### src/rtl/lsu_master.sv
// lsu_master: load/store initiator between the core execute stage and data memory.
// Accepts one byte/half/word access, checks it against the memory's rules
// (read-only word 0, depth limit, alignment), runs a req/ack handshake with
// a bounded wait, and returns extended load data or a store completion.
module lsu_master #(
  parameter int AWIDTH  = 32,
  parameter int ALENGTH = 128,
  parameter int TIMEOUT = 16
) (
  input  logic              clk,
  input  logic              rst,
  input  logic              cpu_valid,
  output logic              cpu_ready,
  input  logic              cpu_we,
  input  logic [1:0]        cpu_size,
  input  logic              cpu_signed,
  input  logic [AWIDTH-1:0] cpu_addr,
  input  logic [AWIDTH-1:0] cpu_wdata,
  output logic              cpu_done,
  output logic              cpu_err,
  output logic [AWIDTH-1:0] cpu_rdata,
  output logic              mem_req,
  output logic              mem_we,
  output logic [AWIDTH-1:0] mem_addr,
  output logic [3:0]        mem_be,
  output logic [AWIDTH-1:0] mem_wdata,
  input  logic              mem_ack,
  input  logic [AWIDTH-1:0] mem_rdata
);

  localparam int CW = $clog2(TIMEOUT + 1);

  typedef enum logic [1:0] {IDLE, CHECK, REQ, RESP} state_t;

  state_t            state;
  logic [CW-1:0]     tcnt;

  // Registered copy of the accepted core request
  logic              we_p0;
  logic [1:0]        size_p0;
  logic              sgn_p0;
  logic [AWIDTH-1:0] addr_p0;
  logic [AWIDTH-1:0] wdata_p0;

  // Byte-lane enables for the access size at the given byte offset
  function automatic logic [3:0] lane_be(input logic [1:0] size, input logic [1:0] ofs);
    logic [3:0] be;
    case (size)
      2'b00:   be = 4'b0001 << ofs;
      2'b01:   be = 4'b0011 << ofs;
      default: be = 4'b1111;
    endcase
    return be;
  endfunction

  // Replicate right-justified store data across every lane it may land in
  function automatic logic [AWIDTH-1:0] lane_wdata(input logic [1:0] size,
                                                   input logic [AWIDTH-1:0] data);
    logic [AWIDTH-1:0] w;
    case (size)
      2'b00:   w = {(AWIDTH/8){data[7:0]}};
      2'b01:   w = {(AWIDTH/16){data[15:0]}};
      default: w = data;
    endcase
    return w;
  endfunction

  // Pick the addressed bytes out of the memory word and sign/zero-extend them
  function automatic logic [AWIDTH-1:0] load_extend(input logic [1:0] size,
                                                    input logic sgn,
                                                    input logic [1:0] ofs,
                                                    input logic [AWIDTH-1:0] rdata);
    logic [AWIDTH-1:0]  shifted;
    logic signed [7:0]  b8;
    logic signed [15:0] h16;
    logic [AWIDTH-1:0]  r;
    shifted = rdata >> {ofs, 3'b000};
    b8      = shifted[7:0];
    h16     = shifted[15:0];
    case (size)
      2'b00:   r = {{(AWIDTH-8){sgn & b8[7]}}, b8};
      2'b01:   r = {{(AWIDTH-16){sgn & h16[15]}}, h16};
      default: r = shifted;
    endcase
    return r;
  endfunction

  // Memory access rules: legal size, natural alignment, depth, read-only word 0
  function automatic logic is_fault(input logic we, input logic [1:0] size,
                                    input logic [AWIDTH-1:0] addr);
    logic f;
    f = 1'b0;
    if (size == 2'b11)                               f = 1'b1;
    if (size == 2'b01 && addr[0])                    f = 1'b1;
    if (size == 2'b10 && addr[1:0] != 2'b00)         f = 1'b1;
    if ((addr >> 2) >= AWIDTH'(ALENGTH))             f = 1'b1;
    if (we && (addr[AWIDTH-1:2] == '0))              f = 1'b1;
    return f;
  endfunction

  assign cpu_ready = (state == IDLE) && !rst;

  // Capture the core request on accept; pure data, no reset needed
  always_ff @(posedge clk) begin
    if (state == IDLE && cpu_valid) begin
      we_p0    <= cpu_we;
      size_p0  <= cpu_size;
      sgn_p0   <= cpu_signed;
      addr_p0  <= cpu_addr;
      wdata_p0 <= cpu_wdata;
    end
  end

  // Access FSM with registered memory-side and core-side outputs
  always_ff @(posedge clk) begin
    if (rst) begin
      state     <= IDLE;
      tcnt      <= '0;
      mem_req   <= 1'b0;
      mem_we    <= 1'b0;
      mem_addr  <= '0;
      mem_be    <= '0;
      mem_wdata <= '0;
      cpu_done  <= 1'b0;
      cpu_err   <= 1'b0;
      cpu_rdata <= '0;
    end else begin
      case (state)
        IDLE: begin
          cpu_done <= 1'b0;
          if (cpu_valid) state <= CHECK;
        end
        CHECK: begin
          if (is_fault(we_p0, size_p0, addr_p0)) begin
            state     <= RESP;
            cpu_done  <= 1'b1;
            cpu_err   <= 1'b1;
            cpu_rdata <= '0;
          end else begin
            state     <= REQ;
            tcnt      <= '0;
            mem_req   <= 1'b1;
            mem_we    <= we_p0;
            mem_addr  <= addr_p0 >> 2;
            mem_be    <= lane_be(size_p0, addr_p0[1:0]);
            mem_wdata <= lane_wdata(size_p0, wdata_p0);
          end
        end
        REQ: begin
          // An ack takes priority, so an ack in the last allowed cycle succeeds
          if (mem_ack) begin
            state     <= RESP;
            mem_req   <= 1'b0;
            mem_we    <= 1'b0;
            cpu_done  <= 1'b1;
            cpu_err   <= 1'b0;
            cpu_rdata <= we_p0 ? '0 : load_extend(size_p0, sgn_p0, addr_p0[1:0], mem_rdata);
          end else if (tcnt == CW'(TIMEOUT - 1)) begin
            state     <= RESP;
            mem_req   <= 1'b0;
            mem_we    <= 1'b0;
            cpu_done  <= 1'b1;
            cpu_err   <= 1'b1;
            cpu_rdata <= '0;
          end else begin
            tcnt <= tcnt + 1'b1;
          end
        end
        RESP: begin
          cpu_done <= 1'b0;
          state    <= IDLE;
        end
        default: state <= IDLE;
      endcase
    end
  end

endmodule

### config.mk
export PLATFORM = sky130hd
export DESIGN_NAME = lsu_master
export DESIGN_NICKNAME = d
export VERILOG_FILES = /design/src/rtl/lsu_master.sv
export SDC_FILE = /design/constraint.sdc
export NUM_CORES = 1
export LEC_CHECK = 0
export CAP_MARGIN = 15
export CORE_MARGIN = 5
export CORE_UTILIZATION = 49
export CTS_BUF_LIST = sky130_fd_sc_hd__clkbuf_8
export CTS_CLUSTER_SIZE = 24
export DETAILED_ROUTE_END_ITERATION = 12
export PLACE_DENSITY = 0.84
export REMOVE_ABC_BUFFERS = 1
export SLEW_MARGIN = 20
export SYNTH_ARGS = -nofsm -noshare
export SYNTH_HDL_FRONTEND = slang
export SYNTH_SLANG_ARGS = --single-unit
### constraint.sdc
create_clock -name clk -period 3.6 [get_ports clk]
set_clock_uncertainty 0.05 [all_clocks]
set_input_delay 0.54 -clock clk [delete_from_list [all_inputs] [get_ports clk]]
set_output_delay 0.54 -clock clk [all_outputs]
set_load 0.1 [all_outputs]
## Word-level counts from Yosys, hierarchy flattened

Cells that the tools add are included.

- Logic and storage cells: 90
- Output and inout bits: 105
- Flip-flop bits (word level): 177
- Input port bits: 104

- Eq/ne operators: 13
- Shift-type cells: 3
- $add $sub $neg: 1
- Multiplexer cells: 36
- Order comparisons: 1
- Reduce and logical (&&, ||, !) cells: 18
- Bitwise gates (word level): 3

Operators with widths:

| cell | count |
|---|---|
| 32-bit case mux with 2 select lines | 3 |
| 32-bit 2-to-1 mux | 4 |
| 32-bit by 5-bit right shift with 32-bit output | 1 |
| 30-bit by 8-bit >= comparator with 1-bit output, second input constant | 1 |
| 30-bit logical NOT | 1 |
| 1-bit 2-to-1 mux | 16 |
| 5-bit 2-to-1 mux | 3 |
| 2-bit inequality test, second input constant | 5 |
| 5-bit case mux with 2 select lines | 1 |
| 2-bit equality test, second input constant | 4 |
| 2-bit case mux with 4 select lines | 1 |
| 4-bit case mux with 2 select lines | 1 |
| 2-bit 2-to-1 mux | 3 |
| 1-bit case mux with 2 select lines | 3 |
| 2-bit AND reduction | 3 |
| 3-bit AND reduction | 2 |
| 5-bit by 1-bit adder with 5-bit output, second input constant | 1 |
| 5-bit by 4-bit equality test with 1-bit output, second input constant | 1 |
| 1-bit logical AND | 5 |
| 2-bit by 1-bit equality test with 1-bit output, second input constant | 2 |
| 2-bit logical NOT | 2 |
| 4-bit AND reduction | 1 |
| 2-bit nonzero test | 2 |
| 1-bit by 2-bit left shift with 4-bit output, first input constant | 1 |
| other kinds (7) | 8 |

## Depth between registers and ports, before layout

- Word-level depth: 10
- Depth in mapped cells: 8
- Depth with buffers taken out: 8

## Worst setup path before layout

OpenSTA, ideal clock, no wires.

- Path type: in2out
- Start: input port rst
- End: output port cpu_ready
- Stages: 3
- Arrival time: 2.248 ns
- Data required time: 3.010 ns
- Path buffers: 2
- Path slack: 0.762 ns
- Cell sequence: clkbuf_1 -> clkbuf_1 -> nor2b_1

- Cells in the longest elaborated chain, start to end: 2

RTL lines:

| what | RTL line | source |
|---|---|---|
| start, declared | 11 | `input logic rst,` |
| 1-bit logical NOT | 101 | `assign cpu_ready = (state == IDLE) && !rst;` |
| 1-bit logical AND | 101 |  |
| end, declared | 13 | `output logic cpu_ready,` |

No other way between the ends.

## Worst setup path in the final report

- Start: register addr_p0[22]
- End: register cpu_rdata[7]

- Cells in the longest elaborated chain, start to end: 7
- Elaborated cells on any way between the ends: 9
- Those cells by class: order compare: 1; eq/ne: 1; mux: 4; reduce/logical: 3

RTL lines:

| what | RTL line | source |
|---|---|---|
| start, declared | 42 | `logic [AWIDTH-1:0] addr_p0;` |
| start signal, assigned | 109 | `addr_p0 <= cpu_addr;` |
| 30-bit by 8-bit >= comparator with 1-bit output / 30-bit logical NOT (equally long branches) | 96, 97 |  |
| 1-bit 2-to-1 mux / 1-bit logical AND (equally long branches) | 96, 97 |  |
| 1-bit 2-to-1 mux * | 97 | `if (we && (addr[AWIDTH-1:2] == '0)) f = 1'b1;` |
| 1-bit 2-to-1 mux * | 128 | `case (state)` |
| 1-bit 2-to-1 mux * | 116 | `if (rst) begin` |
| 2-bit inequality test (no line) * | n/a |  |
| 3-bit AND reduction (no line) * | n/a |  |
| end signal, assigned | 157 | `cpu_rdata <= we_p0 ? '0 : load_extend(size_p0, sgn_p0, addr_p0[1:0], mem_rdata);` |
| end, declared | 21 | `output logic [AWIDTH-1:0] cpu_rdata,` |

Mark *: on every way between the ends. The rest lies on a longest branch, timed or not. The select of a mux whose other input is x is not followed.
A chain may end at the register's enable or synchronous reset.

==> impl_metrics.yaml <==
clock_network:
  cts.repair.resized: 0
  numCtsBuffers: 17
  cts_tree: "yes"
  clk_pin_slew_worst_paths_ps: 90
  htree_levels: 4
  cts.path.max_buffers: 2
  cts_hold_buffers: 0
  post_cts_buffers: 0
  cts_sinks: 177
  root_buffer: "clkbuf_8"
  clk_latency_ps: 460
finish:
  final_cells: 1046
  area_delta_synth_final_pct: 36.3
  most-common-layout-cells: "204 x clkdlybuf4s50_1, 109 x dfxtp_1, 71 x a21oi_1"
  fillCellCount: 1058
  drive_gt1_share_pct: 9.22
  final_common_cell: "clkdlybuf4s50_1"
  fin_nets: 954
grt:
  antenna_found_initial: 5
  grt_pass1_vias: 6322
  gr-usage-all-layers_pct: 23.4
  overflow: 0
  grt_start_max_net_pins: 74
  grt_pass1_wl_mm: 32.8
run_status:
  status: "completed"
drt:
  drt_iter0_drc: 529
  via_count: 6156
  dr.pass1.iters: 6
  ant_nets: 0
  wirelength_mm: 20.8
  vias_per_cell: 5.89
  drc: 0
  routedWlPerCell_um: 19.9
placed_design:
  dp_hpwl_mm: 14.6
  port_buffers: 206
  place_ws_ps: 798
  finalWeightedCongestion: 0.831
  placed_cells: 1009
setup_path:
  arrival_ps: 3200
  r2r-end: "cpu_rdata[7]"
  max_stage_delay_ps: 810
  r2r_setup_slack_ps: 750
  reg2regPathDepth: 6
  cp_cell_sequence: "or4_4 > a311oi_4 > nand4_2 > o21ai_2 > buf_4 > mux2i_1"
  endpoint_kind: "register"
  startpoint_type: "register"
  cp_max_fo: 19
  critPathKind: "register to register"
  slowest_stage: "o21ai_2"
  cp.required_ps: 3940
  reg2reg_from: "addr_p0[22]"
logic_synthesis:
  ys_ff_latch: 177
  synthFlopType: "dfxtp_1"
  netlist_area_um2: 7260
  yosys_warnings: 0
  syn_avg_cell_area_um2: 11.0
  synthCells: 659
  synth_edf_count: 68
  seq_area_frac_synth_pct: 58.2
  ys_types: 50
  async_flop_share_pct: 0
pwr:
  netSwitchingPower_mw: 1.92
  clock_power_share_pct: 27.1
  ir_worst_vdd_mv: 0.344
  p_leak_nw: 3.45
  p_seq_share_pct: 44.8
  total_power_mw: 5.52
  internal-power_mw: 3.59
  combPwrFrac_pct: 28.2
  cellPowerDensity_nw_per_um2: 558
  p_sw_share_pct: 34.9
sta:
  maxSlewViolCount: 0
  fmax_ghz: 0.350
  setup_tns_ps: 0
  post-route-period-util_pct: 79.3
  setup_viol: 0
  slew_headroom_pct: 31.0
  setup_ws_ps: 746
  hold_viol_final: 0
  tightest_slew_ps: 1030
  rsz0062_at_grt: "false"
  period_minus_slack_ps: 2850
min_path:
  holdPathEnd: "mem_addr[17]"
  min_from: "mem_addr[17]"
  whs_path_depth: 1
  hold_path.class: "register to register"
floorplanning:
  core_um2: 14500
  initial_utilization_pct: 49.9
  die_w_um: 132
  design.die.area_um2: 17300
  rows: 44
  ios: 209
  die-height_um: 132
run:
  maxCapViolations: 0
[area by class of cell]
class                   count  area [um2]  share of cell area, %
clock inverters            15         204                   2.06
diodes                      5        12.5                  0.126
multi-input cells         412        2740                   27.7
inverters                  11        41.3                  0.417
repair buffers            225        2210                   22.3
flip-flops and latches    177        4220                   42.7
well taps                 184         230                   2.33
clock buffers              17         234                   2.36
[worst max-delay path: cells and delay by family (launching register included)]
family | cells | cell delay, ps
buffers and inverters | 1 | 360
AND/OR/NAND/NOR | 2 | 710
AO/OA/AOI/OAI | 2 | 1100
flip-flops | 1 | 380
multiplexers | 1 | 190
[cells by family after synthesis]
kind of cell / synth area share (%)
other cells: 0.0517
simple gates: 9.60
buf+inv: 4.34
mux: 7.33
fa+ha+maj: 1.03
flops: 58.2
compound gates: 19.5
[state kept, by name, indices dropped and copies added (netlist names)]
signal     cells
addr_p0       32
cpu_done       1
cpu_err        1
cpu_rdata     32
mem_addr      30
mem_be         4
mem_req        1
mem_wdata     32
mem_we         1
sgn_p0         1
size_p0        2
state          2
tcnt           5
wdata_p0      32
we_p0          1
[routing by layer]
layer / global-route usage (%) / vias to the layer above / wire length [um]
met4: 10.3 / 0 / 569
met1: 28.0 / 2926 / 8140
met2: 39.0 / 338 / 10300
met5: 0 / - / 0
li1: - / 2844 / -
met3: 6.96 / 48 / 1790
[power groups by stage]
stage	clock (mW)	sequential [mW]	combinational, mW
after floorplan	0	2.70	0.781
after global placement	0	2.50	1.47
after detailed placement	0	2.51	1.53
after CTS	1.51	2.47	1.54
after global routing	1.60	2.50	1.66
final	1.49	2.47	1.55
[cell usage after synthesis (2+ instances only)]
cell       instances  area share [%]
a311oi_1          10             1.2
o211ai_1           7            0.72
clkbuf_1          40             2.1
mux2_2             7             1.1
or4_1              4            0.41
buf_2              9            0.62
nand3_1           19             1.3
a32o_1            16             2.2
a221oi_1           8            0.97
a211oi_1          18             1.9
nor2b_1            2            0.17
nor3_1             2            0.14
o2111ai_1          9             1.1
dfxtp_1          109              30
mux2i_1           43             5.9
and2_1            24             2.1
buf_4              8            0.83
o21ai_0           56             3.9
nor2_1             6            0.31
and3_1             3            0.26
a31o_2             7            0.84
nor4_1             5            0.43
edfxtp_1          68              28
o21ai_1            2            0.14
nand2_1           62             3.2
a21oi_1           72             5.0
nand4b_1           2            0.24
buf_1              2            0.10
ha_1               6             1.0
inv_1             10            0.52
o31ai_1            4            0.41
[per-stage QoR]
step / util (%) / hold slack (ps) / area, um2
CTS: 68.0 / 421 / 9880
detailed placement: 64.9 / 395 / 9440
global placement: 64.9 / 395 / 9440
finish: 68.1 / 415 / 9890
global route: 68.1 / 436 / 9890
floorplan: - / 394 / 6990
[worst max-delay path by stage]
stage | from | to | slack (ps) | depth (start not counted)
floorplan | state[1] | cpu_rdata[16] | -690 | 5
global placement | addr_p0[22] | cpu_rdata[7] | 900 | 6
detailed placement | addr_p0[23] | cpu_rdata[7] | 800 | 6
CTS | addr_p0[23] | cpu_rdata[7] | 770 | 6
global route | addr_p0[22] | cpu_rdata[7] | 640 | 6
finish | addr_p0[22] | cpu_rdata[7] | 750 | 6
Power figures use the tool's default switching activity.
